**config.mk**
```make
export PLATFORM = sky130hd
export DESIGN_NAME = rc5_stream_adapter
export DESIGN_NICKNAME = d
export VERILOG_FILES = /design/src/rtl/rc5_stream_adapter.sv
export SDC_FILE = /design/constraint.sdc
export NUM_CORES = 1
export LEC_CHECK = 0
export ABC_AREA = 1
export CORE_AREA = 2 2 142 144
export CTS_CLUSTER_DIAMETER = 30
export DETAILED_ROUTE_END_ITERATION = 12
export DIE_AREA = 0 0 144 146
export DONT_BUFFER_PORTS = 1
export PLACE_DENSITY = 0.55
export SKIP_LAST_GASP = 1
export SYNTH_ARGS = -nofsm -noshare
export SYNTH_HDL_FRONTEND = slang
export SYNTH_SLANG_ARGS = --single-unit
```
**constraint.sdc**
```tcl
create_clock -name clk -period 5 [get_ports clk]
set_clock_uncertainty 0.1 [all_clocks]
set_input_delay 1.25 -clock clk [delete_from_list [all_inputs] [get_ports clk]]
set_output_delay 1.25 -clock clk [all_outputs]
set_load 0.05 [all_outputs]
```
**src/rtl/rc5_stream_adapter.sv**
```systemverilog
// Byte-stream front end for the RC5 core: key loading, block packing, start/done handshake, result serialisation.
// Optional RUN watchdog enabled by defining RC5_TIMEOUT_EN.
module rc5_stream_adapter #(
  parameter int unsigned W       = 32,
  parameter int unsigned B       = 16,
  parameter int unsigned TIMEOUT = 4096
) (
  input  logic                 clk,
  input  logic                 rst,
  input  logic [7:0]           iByte,
  input  logic                 iByteValid,
  output logic                 oByteReady,
  input  logic                 iKeyLoad,
  input  logic                 iMode,
  output logic [7:0]           oKey_sub_i,
  output logic [$clog2(B)-1:0] oKey_address,
  output logic                 oWen,
  output logic [W-1:0]         oA,
  output logic [W-1:0]         oB,
  output logic                 oStartCipher,
  output logic                 oStartDecipher,
  input  logic                 iDoneCipher,
  input  logic                 iDoneDecipher,
  input  logic [W-1:0]         iResA,
  input  logic [W-1:0]         iResB,
  output logic [7:0]           oByte,
  output logic                 oByteValid,
  input  logic                 iByteReady,
  output logic                 oKeyLoaded,
  output logic                 oBusy,
  output logic                 oError
);

  localparam int unsigned NB   = 2 * W / 8;
  localparam int unsigned HB   = W / 8;
  localparam int unsigned NMAX = (B > NB) ? B : NB;
  localparam int unsigned CW   = $clog2(NMAX);
  localparam int unsigned AW   = $clog2(B);

  // Elaboration guard against parameter sets the datapath cannot represent.
  if ((W % 8 != 0) || (B < 2) || (TIMEOUT < 2)) begin : g_param_check
    $error("rc5_stream_adapter: unsupported parameter set");
  end

  typedef enum logic [2:0] {
    S_IDLE,
    S_KEY,
    S_COLLECT,
    S_RUN,
    S_EMIT
  } state_t;

  state_t          state_q, state_d;
  logic [CW-1:0]   cnt_q, cnt_d;
  logic            mode_q, mode_d;
  logic [2*W-1:0]  res_q, res_d;
  logic [W-1:0]    a_d, b_d;
  logic [7:0]      byte_d, kdata_d;
  logic [AW-1:0]   kaddr_d;
  logic            bvalid_d, wen_d, scip_d, sdec_d, kloaded_d, busy_d, err_d;
  logic            in_fire, out_fire, done;

`ifdef RC5_TIMEOUT_EN
  localparam int unsigned TW = $clog2(TIMEOUT + 1);
  logic [TW-1:0]   tcnt_q, tcnt_d;
`endif

  // Ready is combinational so a byte can be taken in the same cycle IDLE decides KEY vs COLLECT.
  always_comb begin
    oByteReady = 1'b0;
    case (state_q)
      S_IDLE:           oByteReady = iKeyLoad || oKeyLoaded;
      S_KEY, S_COLLECT: oByteReady = 1'b1;
      default:          oByteReady = 1'b0;
    endcase
  end

  assign in_fire  = iByteValid && oByteReady;
  assign out_fire = oByteValid && iByteReady;
  assign done     = mode_q ? iDoneDecipher : iDoneCipher;

  // Next-state and next-output logic.
  always_comb begin
    state_d   = state_q;
    cnt_d     = cnt_q;
    mode_d    = mode_q;
    res_d     = res_q;
    a_d       = oA;
    b_d       = oB;
    byte_d    = oByte;
    bvalid_d  = oByteValid;
    wen_d     = 1'b0;
    kdata_d   = oKey_sub_i;
    kaddr_d   = oKey_address;
    scip_d    = oStartCipher;
    sdec_d    = oStartDecipher;
    kloaded_d = oKeyLoaded;
    err_d     = oError;
`ifdef RC5_TIMEOUT_EN
    tcnt_d    = tcnt_q;
`endif

    case (state_q)
      S_IDLE: begin
        if (in_fire) begin
          cnt_d = CW'(1);
          if (iKeyLoad) begin
            wen_d     = 1'b1;
            kdata_d   = iByte;
            kaddr_d   = '0;
            kloaded_d = 1'b0;
            state_d   = S_KEY;
          end else begin
            mode_d    = iMode;
            a_d[7:0]  = iByte;
            state_d   = S_COLLECT;
          end
        end
      end

      S_KEY: begin
        if (in_fire) begin
          wen_d   = 1'b1;
          kdata_d = iByte;
          kaddr_d = AW'(cnt_q);
          if (cnt_q == CW'(B - 1)) begin
            kloaded_d = 1'b1;
            cnt_d     = '0;
            state_d   = S_IDLE;
          end else begin
            cnt_d = cnt_q + CW'(1);
          end
        end
      end

      S_COLLECT: begin
        if (in_fire) begin
          if (cnt_q < CW'(HB)) a_d[8*cnt_q +: 8] = iByte;
          else                 b_d[8*(cnt_q - CW'(HB)) +: 8] = iByte;
          if (cnt_q == CW'(NB - 1)) begin
            cnt_d   = '0;
            scip_d  = !mode_q;
            sdec_d  = mode_q;
            state_d = S_RUN;
`ifdef RC5_TIMEOUT_EN
            tcnt_d  = '0;
`endif
          end else begin
            cnt_d = cnt_q + CW'(1);
          end
        end
      end

      S_RUN: begin
        // Done takes priority over a watchdog expiry in the same cycle.
        if (done) begin
          scip_d   = 1'b0;
          sdec_d   = 1'b0;
          res_d    = {iResB, iResA};
          byte_d   = iResA[7:0];
          bvalid_d = 1'b1;
          cnt_d    = '0;
          state_d  = S_EMIT;
        end
`ifdef RC5_TIMEOUT_EN
        else if (tcnt_q == TW'(TIMEOUT - 1)) begin
          scip_d  = 1'b0;
          sdec_d  = 1'b0;
          err_d   = 1'b1;
          cnt_d   = '0;
          state_d = S_IDLE;
        end else begin
          tcnt_d = tcnt_q + TW'(1);
        end
`endif
      end

      S_EMIT: begin
        if (out_fire) begin
          if (cnt_q == CW'(NB - 1)) begin
            bvalid_d = 1'b0;
            cnt_d    = '0;
            state_d  = S_IDLE;
          end else begin
            cnt_d  = cnt_q + CW'(1);
            res_d  = res_q >> 8;
            byte_d = res_q[15:8];
          end
        end
      end

      default: begin
        state_d = S_IDLE;
        cnt_d   = '0;
      end
    endcase

    busy_d = (state_d != S_IDLE);
  end

  // State and registered outputs.
  always_ff @(posedge clk or negedge rst) begin
    if (!rst) begin
      state_q        <= S_IDLE;
      cnt_q          <= '0;
      mode_q         <= 1'b0;
      res_q          <= '0;
      oA             <= '0;
      oB             <= '0;
      oByte          <= '0;
      oByteValid     <= 1'b0;
      oWen           <= 1'b0;
      oKey_sub_i     <= '0;
      oKey_address   <= '0;
      oStartCipher   <= 1'b0;
      oStartDecipher <= 1'b0;
      oKeyLoaded     <= 1'b0;
      oBusy          <= 1'b0;
      oError         <= 1'b0;
    end else begin
      state_q        <= state_d;
      cnt_q          <= cnt_d;
      mode_q         <= mode_d;
      res_q          <= res_d;
      oA             <= a_d;
      oB             <= b_d;
      oByte          <= byte_d;
      oByteValid     <= bvalid_d;
      oWen           <= wen_d;
      oKey_sub_i     <= kdata_d;
      oKey_address   <= kaddr_d;
      oStartCipher   <= scip_d;
      oStartDecipher <= sdec_d;
      oKeyLoaded     <= kloaded_d;
      oBusy          <= busy_d;
`ifdef RC5_TIMEOUT_EN
      oError         <= err_d;
`else
      oError         <= 1'b0;
`endif
    end
  end

`ifdef RC5_TIMEOUT_EN
  // Watchdog counter, cleared on every entry to RUN.
  always_ff @(posedge clk or negedge rst) begin
    if (!rst) tcnt_q <= '0;
    else      tcnt_q <= tcnt_d;
  end
`endif

endmodule

```
# Yosys cells after proc, flatten, opt, wreduce, memory -nomap -nowiden
# Cells that the tools add are included.
dict set report totals {
  reg_bits 162
  wordCells 129
}
dict set report op_classes {
  add_sub_neg 4
  order_cmp 1
  n_eq_ne 18
  n_shift 4
  n_mux 63
  bitwise 2
  n_reduce_logical 21
}
# operator count
set op_table {}
lappend op_table {{$mux W64} 3}
lappend op_table {{$pmux W64 S2} 1}
lappend op_table {{$mux W8} 10}
lappend op_table {{$shift A8 B34 Y32 const A} 2}
lappend op_table {{$shiftx A8 B34 Y32} 2}
lappend op_table {{$bwmux W32} 2}
lappend op_table {{$pmux W8 S2} 3}
lappend op_table {{$mux W4} 10}
lappend op_table {{$neg A32 Y34} 1}
lappend op_table {{$neg A7 Y34} 1}
lappend op_table {{$mux W3} 8}
lappend op_table {{$ne A2 B2 Y1 const B} 12}
lappend op_table {{$pmux W4 S5} 1}
lappend op_table {{$mux W1} 16}
lappend op_table {{$reduce_and A4 Y1} 4}
lappend op_table {{$pmux W3 S5} 1}
lappend op_table {{$reduce_and A5 Y1} 3}
lappend op_table {{$pmux W1 S2} 6}
lappend op_table {{$reduce_and A3 Y1} 3}
lappend op_table {{$pmux W4 S2} 1}
lappend op_table {{$reduce_bool A2 Y1} 4}
lappend op_table {{$eq A3 B2 Y1 const B} 2}
lappend op_table {{$sub A4 B3 Y5 const B} 1}
lappend op_table {{$add A4 B1 Y4 const B} 1}
lappend op_table {{other kinds (13)} 15}

# Longest topological paths before layout
# Gate-level depths: netlist of the first run.
dict set report depth {
  depth_word 7
  mapped_depth 16
  mapped_depth_nobuf 14
}

# Worst setup path after synthesis of the first run
# Ideal clock, no wire load.
dict set report synth_timing {
  kind {input to output}
  startpoint {input port iKeyLoad}
  endpoint {output port oByteReady}
  t_arrival_ns 1.840
  slack_ns 1.810
  cell_stages 3
  path_buffers 0
  cell_sequence {nor2_1 nand2_1 and2_1}
}
dict set report synth_between {
  elab_chain_cells 2
}
# item line
set synth_lines {}
lappend synth_lines {{start: declaration} 13} ;# input logic iKeyLoad,
lappend synth_lines {{$logic_or A1 B1 Y1} 72} ;# S_IDLE: oByteReady = iKeyLoad || oKeyLoaded;
lappend synth_lines {{$pmux W1 S2} 71} ;# case (state_q)
lappend synth_lines {{end: declaration} 12} ;# output logic oByteReady,
# Every way passes these cells.

# Final worst setup path of the first run
dict set report layout_timing {
  startpoint {register cnt_q[0]}
  endpoint {register oB[0]}
}
dict set report layout_between {
  elab_chain_cells 4
  word_cells_on_any_way 8
}
# item line
set layout_lines {}
lappend layout_lines {{start: declaration} 54} ;# logic [CW-1:0] cnt_q, cnt_d;
lappend layout_lines {{start signal: assignment} 222} ;# cnt_q <= cnt_d;
lappend layout_lines {{$sub A4 B3 Y5} 139} ;# else b_d[8*(cnt_q - CW'(HB)) +: 8] = iByte;
lappend layout_lines {{$neg A32 Y34} 139}
lappend layout_lines {{$shiftx A8 B34 Y32 or $shift A8 B34 Y32 (tied branches)} 139}
lappend layout_lines {{$bwmux W32} 139}
lappend layout_lines {{end signal: assignment} 209} ;# oB <= '0;
lappend layout_lines {{end signal: assignment} 226} ;# oB <= b_d;
lappend layout_lines {{end: declaration} 19} ;# output logic [W-1:0] oB,
# Several ways; a longest one is shown, not always the timed one.
# A chain may end at the register's enable or synchronous reset.

==> results.py, run 1 <==
metrics = {
    "run_status": {
        "status": "finished clean",
    },
    "sta": {
        "drv_slew": 0,
        "worst_pin_slew_ns": 1.020,
        "fin_crit_sh_pct": 66.10,
        "setup-tns-final_ns": 0,
        "final-setup-viol-count": 0,
        "fmax_mhz": 302.6,
        "relSlewSlack_pct": 32.00,
        "min_period_ns": 3.305,
        "rsz0062_at_grt": "no",
        "hold_viol_final": 0,
    },
    "power_and_ir_drop": {
        "leakagePower_nw": 4.190,
        "p_per_area_mw_per_mm2": 599.4,
        "vdd_drop_max_v": 0.0002576,
    },
    "global_route": {
        "grt_overflow": 0,
        "grt_antenna_before_repair": 0,
        "grtUsageTotal_pct": 18.19,
        "grt_max_degree": 155,
        "grt_pass1_vias": 5811,
        "grt_pass1_wl_um": 30350,
    },
    "clocking": {
        "hold_buffers": 0,
        "insertion_delay_ns": 0.42,
        "cts_inserted_buffers": 17,
        "post_cts_buffers": 0,
        "ctsResizeCount": 0,
        "clockRootBuffer": "clkbuf_16",
        "clockBufferDepth": 2,
        "cts_tree": "yes",
        "path_clk_slew_ns": 0.07,
        "htreeDepth": 4,
        "cts.sinks": 154,
    },
    "yosys": {
        "synth_area_per_cell_um2": 7.874,
        "yosysMostFrequentCell": "nand2_1",
        "yosys_warnings": 0,
        "syn_area_mm2": 0.007654,
        "synth_cell_type_count": 33,
        "synth_common_cells": "nand2_1 (347), dfrtp_1 (154), o21ai_0 (108), inv_1 (99), nor2_1 (44)",
        "synth_seq_area_share_pct": 50.35,
        "synth_cells": 972,
        "synth_top_area_cell": "dfrtp_1",
        "ys_seq_elements": 154,
        "synth-async-reset-ratio_pct": 100.0,
        "ys_top_cells_by_area": "dfrtp_1 (50%), nand2_1 (17%), o21ai_0 (7.1%), inv_1 (4.9%), nand4_1 (3.0%)",
        "synth_edf_count": 0,
        "synth_fp_nets": 1065,
        "yosysTopAreaCellShare_pct": 50.35,
        "ys.flop_type": "dfrtp_1",
    },
    "routing": {
        "wl_met2_um": 8749,
        "avgViaCountPerCell": 4.851,
        "top_layer": "met4",
        "drc_errors": 0,
        "met1Wirelength_um": 8089,
        "wl_per_cell_um": 15.27,
        "drtIter0Drc": 360,
        "drtPass1Iterations": 4,
        "drtAntennaViolNets": 0,
        "dr_wl_met3_um": 1609,
        "wirelength_um": 18660,
        "vias": 5928,
    },
    "placed_design": {
        "gp_congestion": 0.7728,
        "dp.final_hpwl_um": 13130,
        "placed_cells": 1191,
        "portBuffers": 0,
    },
    "final_layout": {
        "syn_to_final_growth_pct": 8.288,
        "nets": 1038,
        "stdcell_count": 1222,
        "antenna_cells": 0,
        "drive_above_1_share_pct": 5.852,
    },
    "worst_setup_path": {
        "worstSetupStartpointType": "register",
        "reg2reg_from": "cnt_q[0]",
        "worstPathMaxFanout": 25,
        "worst_ep_required_time_ns": 5.21,
        "reg2regPathDepth": 8,
        "cp.arrival_ns": 3.52,
        "startpoint": "cnt_q[0]",
        "worstSetupPathType": "register to register",
        "endpoint_kind": "register",
    },
    "die": {
        "die_area_mm2": 0.02102,
        "ioPinCount": 172,
        "rows": 51,
        "core_mm2": 0.01933,
        "die_h_um": 146,
        "initial_core_util_pct": 39.58,
        "die_w_um": 144,
    },
    "flow_run": {
        "drv_cap": 0,
    },
    "worst_hold_path": {
        "worstHoldStart": "res_q[59]",
        "hold_depth": 2,
        "hold_path_class": "register to register",
    },
}
[kinds of logic (layout without fill, tap and decap cells)]
logic type                 after synthesis  in the layout  share of synthesized area [%]
other                                    1              1                        0.04900
and+or+nand+nor                        496            496                          27.92
buffers and inverters                  156            141                          9.351
xor gates and xnor gates                 2              2                         0.2289
AOI/OAI and AO/OA                      150            150                          9.874
DFF                                    154            154                          50.35
adders and majority gates               13             13                          2.223
[sequential cells by signal, indices dropped and copies added (netlist names), 3 cells and up]
register / count
cnt_q: 4
oA: 32
oB: 32
oByte: 7
oKey_address: 4
oKey_sub_i: 8
res_q: 57
state_q: 3
[final timing paths]
path / slack (ns) / endpoint
worst max-delay path: 1.70 / oB[0]
worst min-delay path: 0.38 / res_q[59]
worst max register to register: 1.70 / oB[0]
worst min register to register: 0.38 / res_q[59]
max in group asynchronous: 4.05 / oKey_address[0]
min in group asynchronous: 0.42 / oA[13]
[stage by stage]
stage               instance area (µm²)  hold slack, ns  setup slack [ns]  total power, W  util [%]
floorplan                          7654          0.3431             1.810        0.003412         -
global placement                   7701          0.3664             1.741        0.003678     39.83
detailed placement                 7701          0.3674             1.685        0.003703     39.83
CTS                                8288          0.3852             1.725        0.005013     42.87
global route                       8288          0.4013             1.315        0.005360     42.87
finish                             8288          0.3803             1.695        0.004968     42.87
[cells in the final DEF (no fill, tap or decap)]
cell	count
inv_1	99
o21ai_0	108
inv_2	3
inv_8	1
inv_6	5
o21ai_1	29
dfrtp_1	154
a21boi_0	1
nor2_2	3
ha_1	12
xor2_1	2
nor2_1	44
fa_1	1
nand3_1	37
nand3_2	3
clkinv_1	3
nor3_1	11
nand2_2	2
nor3_4	2
bufinv_16	2
a21oi_1	11
nand2_1	347
conb_1	1
clkinv_4	3
nand2_4	1
buf_4	5
nor2_4	4
and2_1	2
o211ai_1	1
clkinv_2	1
clkbuf_16	17
nand3b_1	1
nand3_4	1
nand4_1	37
clkinvlp_4	2
nor3_2	1
[power breakdown]
group	internal (W)	switching, W	total (W)
Combinational	0.000422	0.000980	0.00140
Sequential	0.00161	0.000659	0.00227
Clock	0.000745	0.000550	0.00129
Total	0.00278	0.00219	0.00497
[cell type report]
type / instances / area [µm²]
clock buffers: 17 / 425.4
clock inverters: 14 / 161.4
fillers: 1982 / 11050
inverters: 105 / 394.1
multi-input cells: 662 / 3084
flip-flops and latches: 154 / 3854
well taps: 265 / 331.6
repair buffers: 5 / 37.54
[worst max-delay path: stages, from the launching register on]
cell and delay (ns):
dfrtp_1 0.37, inv_1 0.59, nand2_1 0.16, fa_1 0.84, nand2_1 0.13, nor3_2 0.53
nand3_2 0.27, nand2_1 0.14, nand2_1 0.05
[per-layer routing]
layer  vias to the layer above  global-route usage [%]
met5                         -                       0
met4                         0                   5.294
met3                        15                   6.746
met2                       149                   29.10
met1                      2733                   23.02
li1                       3031                       -
(Power assumes the default switching activity.)
==> run 2: changes to the inputs <==
ABC_AREA = 0   (was 1)
CORE_AREA = 2 2 136 138   (was 2 2 142 144)
DIE_AREA = 0 0 138 140   (was 0 0 144 146)
clock period = 3.3 ns   (was 5 ns; I/O delays follow)
==> results.py, run 2 <==
metrics = {
    "worst_setup_path": {
        "cp.arrival_ns": 3.65,
        "cpPeakStageDelay_ns": 0.48,
        "endpoint_kind": "register",
        "slowest_stage": "or4b_4",
        "worstPathMaxFanout": 8,
        "worstSetupStartpointType": "register",
        "path_cells": "inv_4 -> ha_4 -> nand3_4 -> inv_2 -> nand2_2 -> ha_4 -> or4b_4 -> or4_4 -> or4_4 -> nor3_4 -> buf_12 -> mux2_2",
        "worstSetupPathType": "register to register",
        "worst_ep_required_time_ns": 3.50,
    },
    "routing": {
        "wl_per_cell_um": 18.40,
        "wirelength_um": 17410,
        "avgViaCountPerCell": 5.333,
        "top_layer": "met4",
        "met1Wirelength_um": 7713,
        "drtPass1Iterations": 5,
        "vias": 5045,
        "drc_errors": 0,
        "drtAntennaViolNets": 0,
        "drtIter0Drc": 289,
        "wl_met2_um": 8325,
        "dr_wl_met3_um": 1036,
    },
    "placed_design": {
        "portBuffers": 0,
        "placed_cell_area_mm2": 0.007427,
        "place_ws_ns": -0.2734,
        "dp.final_hpwl_um": 12020,
        "gp_congestion": 0.8300,
    },
    "yosys": {
        "synth_top_area_cell": "dfrtp_1",
        "synth_cells": 698,
        "syn_area_mm2": 0.007062,
        "ys_seq_elements": 154,
        "synth_cell_type_count": 52,
        "synth-async-reset-ratio_pct": 100.0,
        "synth_fp_nets": 791,
        "synth_common_cells": "dfrtp_1 (154), nand2_1 (135), nor2_1 (69), mux2_2 (67), a31oi_1 (59)",
        "synth_edf_count": 0,
        "ys.flop_type": "dfrtp_1",
        "yosysMostFrequentCell": "dfrtp_1",
        "yosys_warnings": 0,
        "yosysTopAreaCellShare_pct": 54.57,
        "synth_seq_area_share_pct": 54.57,
        "synth_area_per_cell_um2": 10.12,
        "ys_top_cells_by_area": "dfrtp_1 (55%), mux2_2 (11%), nand2_1 (7.2%), a31oi_1 (5.2%), nor2_1 (3.7%)",
    },
    "final_layout": {
        "biggestRegsByFlops": "res_q x57, oA x32, oB x32",
        "largest_register_ffs": 57,
        "nets": 797,
        "mostFrequentLayoutCell": "dfrtp_1",
        "syn_to_final_growth_pct": 15.82,
        "finalInstanceArea_mm2": 0.008179,
        "antenna_cells": 0,
        "registers.top_by_ff_count": "res_q",
        "drive_above_1_share_pct": 22.32,
        "final_cell_mix": "dfrtp_1 (154), nand2_1 (132), nor2_1 (69), mux2_2 (61), a31oi_1 (59)",
    },
    "die": {
        "die_h_um": 140,
        "die_w_um": 138,
        "rows": 49,
        "ioPinCount": 172,
        "die_area_mm2": 0.01932,
        "core_mm2": 0.01778,
        "initial_core_util_pct": 39.72,
    },
    "worst_hold_path": {
        "hold_path_class": "primary input to asynchronous set/reset pin",
    },
    "clocking": {
        "path_clk_slew_ns": 0.07,
        "cts_tree": "yes",
        "clockBufferDepth": 2,
        "insertion_delay_ns": 0.43,
        "cts.sinks": 154,
        "clockRootBuffer": "clkbuf_16",
        "htreeDepth": 4,
        "cts_inserted_buffers": 17,
    },
    "global_route": {
        "grt_max_degree": 155,
        "grt_overflow": 0,
        "grt_pass1_vias": 5188,
        "grt_antenna_before_repair": 0,
        "grtUsageTotal_pct": 18.09,
        "grt_pass1_wl_um": 28100,
    },
    "sta": {
        "rsz0062_at_grt": "yes",
        "min_period_ns": 3.446,
        "drv_slew": 0,
        "fin_crit_sh_pct": 104.4,
        "setup-tns-final_ns": -1.549,
        "worst_pin_slew_ns": 0.5673,
        "setup_ws_ns": -0.1465,
        "final-setup-viol-count": 16,
        "fin_hold_ws_ns": -0.008895,
        "fmax_mhz": 290.2,
        "hold_viol_final": 6,
        "relSlewSlack_pct": 61.78,
    },
    "flow_run": {
        "drv_cap": 0,
    },
    "power_and_ir_drop": {
        "leakagePower_nw": 3.745,
        "finalPower_w": 0.007567,
        "vdd_drop_max_v": 0.0005397,
        "p_per_area_mw_per_mm2": 925.2,
    },
    "run_status": {
        "status": "finished, violations left",
        "failed_checks": "negative hold slack, negative setup slack",
    },
}
-- run 2: changes by cell type after synthesis, sizes merged, moves of 10 or more --
cell / delta
nor2: +18
o21ai: -120
and3: +10
mux2: +68
clkbuf: +20
nand2: -215
buf: -22
nand3: -20
a31oi: +59
inv: -76
nand4: -34
-- run 2: logic make-up (layout without fill, tap and decap cells) --
group / count (synthesis) / after routing / synth area share (%)
AOI/OAI and AO/OA: 102 / 102 / 9.213
xor gates and xnor gates: 1 / 1 / 0.1240
adders and majority gates: 13 / 13 / 2.410
buffers and inverters: 75 / 94 / 4.482
DFF: 154 / 154 / 54.57
muxes: 69 / 69 / 10.99
other: 1 / 1 / 0.05310
and+or+nand+nor: 283 / 283 / 18.16
-- run 2: worst paths after layout --
| path | startpoint | to | slack [ns] | cells after the start |
|---|---|---|---|---|
| min in group clk | res_q[22] | res_q[14] | 0.43 | 2 |
| hold reg to reg | res_q[22] | res_q[14] | 0.43 | 2 |
| max in group asynchronous | rst | cnt_q[3] | 2.82 | 0 |
| hold / removal | rst | oB[3] | -0.009 | 0 |
| setup / recovery | cnt_q[2] | oB[22] | -0.15 | 12 |
| setup reg to reg | cnt_q[2] | oB[22] | -0.15 | 12 |
-- run 2: routing by layer --
| metal | track usage [%] | up-vias |
|---|---|---|
| met5 | 0 | - |
| met4 | 6.982 | 0 |
| met3 | 4.991 | 22 |
| met2 | 28.40 | 171 |
| met1 | 24.01 | 2443 |
| li1 | - | 2409 |
-- run 2: critical path, delay by kind of cell (launching register included) --
kind,cells,cell delay (ns)
fa+ha+maj,2,0.48
buf+inv,3,0.29
flops,1,0.42
mux,1,0.33
simple gates,6,1.71
-- run 2: where the power goes --
group | leakage (nW) | total (W) | switching (W) | internal [W]
combinational | 1.55 | 0.00174 | 0.000947 | 0.000796
sequential | 1.90 | 0.00384 | 0.00135 | 0.00249
clock | 0.292 | 0.00198 | 0.000897 | 0.00109
-- run 2: per-stage QoR --
step           std cells  util [%]
2_1_floorplan        698         -
3_3_place_gp         908     41.77
3_5_place_dp         908     41.77
4_1_cts              943     45.36
5_1_grt              946     46.00
6_report             946     46.00
-- run 2: final cells by class --
class / instances / area (µm²)
Clock inverter: 15 / 181.4
Sequential cell: 154 / 3854
Multi-Input combinational cell: 469 / 3022
Tap cell: 229 / 286.5
Timing Repair Buffer: 36 / 310.3
Inverter: 26 / 100.1
Fill cell: 1705 / 9600
Clock buffer: 17 / 425.4
-- run 2: timing repair --
action | 4_1_cts | 5_1_grt
hold endpoints to repair | 154 | 154
setup buffers | 3 | 3
gates resized for setup | 2 | 21
pin swaps | 3 | 2
setup endpoints to repair | 24 | 24
==> run 3: changes to the inputs <==
--- a/config.mk
+++ b/config.mk
@@ -12,5 +12,5 @@
 export DIE_AREA = 0 0 138 140
 export DONT_BUFFER_PORTS = 1
-export PLACE_DENSITY = 0.55
+export PLACE_DENSITY_LB_ADDON = 0.2
 export SKIP_LAST_GASP = 1
 export SYNTH_ARGS = -nofsm -noshare
==> constraint.sdc (replaced) <==
create_clock -name clk -period 3.3 [get_ports clk]
set_clock_uncertainty 0.1 [all_clocks]
set_input_delay 0.825 -clock clk [delete_from_list [all_inputs] [get_ports clk]]
set_output_delay 0.825 -clock clk [all_outputs]
set_load 0.005 [all_outputs]
==> results.py, run 3 (synthesized netlist as in run 2, its figures left out) <==
metrics = {
    "final_layout": {
        "multiInputGateArea_mm2": 0.003008,
        "area.sequential_mm2": 0.003854,
        "antenna_cells": 0,
        "fillCellCount": 1692,
        "final_cell_mix": "dfrtp_1 (154), nand2_1 (132), nor2_1 (68), mux2_2 (61), a31oi_1 (59)",
        "drive_above_1_share_pct": 22.25,
        "biggestRegsByFlops": "res_q x57, oA x32, oB x32",
        "nets": 800,
        "registers.top_by_ff_count": "res_q",
        "syn_to_final_growth_pct": 15.86,
        "largest_register_ffs": 57,
        "mostFrequentLayoutCell": "dfrtp_1",
    },
    "sta": {
        "rsz0062_at_grt": "yes",
        "drv_slew": 0,
        "final-setup-viol-count": 16,
        "relSlewSlack_pct": 59.52,
        "setup_ws_ns": -0.1398,
        "worst_pin_slew_ns": 0.6029,
        "hold_viol_final": 0,
        "fin_crit_sh_pct": 104.2,
        "min_period_ns": 3.440,
        "fmax_mhz": 290.7,
    },
    "global_route": {
        "grt_overflow": 0,
        "grtUsageTotal_pct": 18.41,
        "grt_antenna_before_repair": 0,
        "grt_max_degree": 155,
        "grt_pass1_wl_um": 28570,
        "grt_pass1_vias": 5225,
    },
    "worst_setup_path": {
        "r2r_slack_ns": -0.14,
        "path_cells": "inv_1 -> ha_1 -> nand2_2 -> ha_1 -> or4b_4 -> or4_4 -> or4_4 -> nor3_4 -> buf_12 -> mux2_2",
        "worstSetupPathType": "register to register",
        "cp.arrival_ns": 3.64,
        "reg2regPathDepth": 10,
        "worstSetupStartpointType": "register",
        "cpPeakStageDelay_ns": 0.54,
        "cp_top_family": "simple AND/OR/NAND/NOR gates",
        "critical_path.n_buffers_inverters": 2,
        "worst_ep_required_time_ns": 3.50,
        "worstPathMaxFanout": 8,
        "endpoint_kind": "register",
        "startpoint": "cnt_q[0]",
        "slowest_stage": "or4b_4",
        "reg2reg_from": "cnt_q[0]",
        "worst_r2r_endpoint": "oB[20]",
    },
    "die": {
        "ioPinCount": 172,
        "die_w_um": 138,
        "die_area_mm2": 0.01932,
        "initial_core_util_pct": 39.72,
        "die_h_um": 140,
        "core_mm2": 0.01778,
        "rows": 49,
    },
    "routing": {
        "avgViaCountPerCell": 5.448,
        "drtAntennaViolNets": 0,
        "drtPass1Iterations": 5,
        "wl_per_cell_um": 18.62,
        "vias": 5165,
        "drc_errors": 0,
        "wirelength_um": 17650,
        "drtIter0Drc": 326,
    },
    "clocking": {
        "clockBufferDepth": 2,
        "cts_inserted_buffers": 17,
        "insertion_delay_ns": 0.42,
        "clockRootBuffer": "clkbuf_16",
        "cts.sinks": 154,
        "htreeDepth": 4,
        "cts_tree": "yes",
        "path_clk_slew_ns": 0.06,
    },
    "placed_design": {
        "portBuffers": 0,
        "gp_congestion": 0.8281,
        "dp.final_hpwl_um": 12090,
        "place_ws_ns": -0.2750,
    },
    "power_and_ir_drop": {
        "p_per_area_mw_per_mm2": 823.9,
        "leakagePower_nw": 3.750,
        "vdd_drop_max_v": 0.0003353,
        "finalPower_w": 0.006741,
    },
    "run_status": {
        "status": "finished, violations left",
        "failed_checks": "negative setup slack",
    },
    "worst_hold_path": {
        "hold_path_class": "primary input to asynchronous set/reset pin",
    },
    "flow_run": {
        "drv_cap": 0,
    },
}
run 3: changes by cell type in the layout (fill, tap and decap cells not counted), moves of 2 or more:
cell and change:
inv_8 -5, clkinv_8 -3, bufinv_16 +2, clkinv_4 +2, buf_4 +4
run 3: worst max path at each step:
stage	endpoint	slack [ns]	cells after the start
6_report	oB[20]	-0.14	10
5_1_grt	oB[16]	-0.25	10
4_1_cts	oB[20]	-0.19	12
3_5_place_dp	oB[20]	-0.28	12
3_3_place_gp	oB[19]	-0.18	12
2_1_floorplan	oB[16]	-0.32	12
run 3: repair_timing:
action,CTS,global route
hold endpoints to repair,154,154
gates resized for setup,11,7
pin swaps,2,1
endpoints found under the setup margin,17,24
buffers inserted,4,5
run 3: routing by layer:
metal	GRT usage (%)	vias to the layer above	part of all wire (%)
met5	0	-	0
met4	6.713	0	2.3
met3	6.154	25	6.8
met2	28.35	156	47
met1	24.36	2568	44
li1	-	2416	-
run 3: final cells by class:
class                      count  share of cell area (%)
inverter                      26                   1.223
clock inverter                12                   2.019
multi-input combinational    469                   36.76
sequential                   154                   47.10
timing repair buffer          39                   3.976
tap                          229                   3.502
clock buffer                  19                   5.414
run 3: power breakdown:
group          internal [W]  switching (W)  leakage (nW)
Clock               0.00122       0.000798         0.287
Combinational      0.000821       0.000933          1.56
Sequential          0.00252       0.000457          1.90
Total               0.00455        0.00219          3.75
run 3: stage by stage:
step | TNS [ns] | hold WS, ns | instance area, µm² | instances | utilization (%)
after global placement | -1.682 | 0.4011 | 7427 | 908 | 41.77
after floorplan | -3.517 | 0.3737 | 7101 | 698 | -
after detailed placement | -3.172 | 0.4079 | 7427 | 908 | 41.77
after global routing | -3.090 | -0.02431 | 8182 | 948 | 46.02
after CTS | -2.050 | -0.02217 | 8114 | 943 | 45.64
final | -1.326 | 0.001699 | 8182 | 948 | 46.02
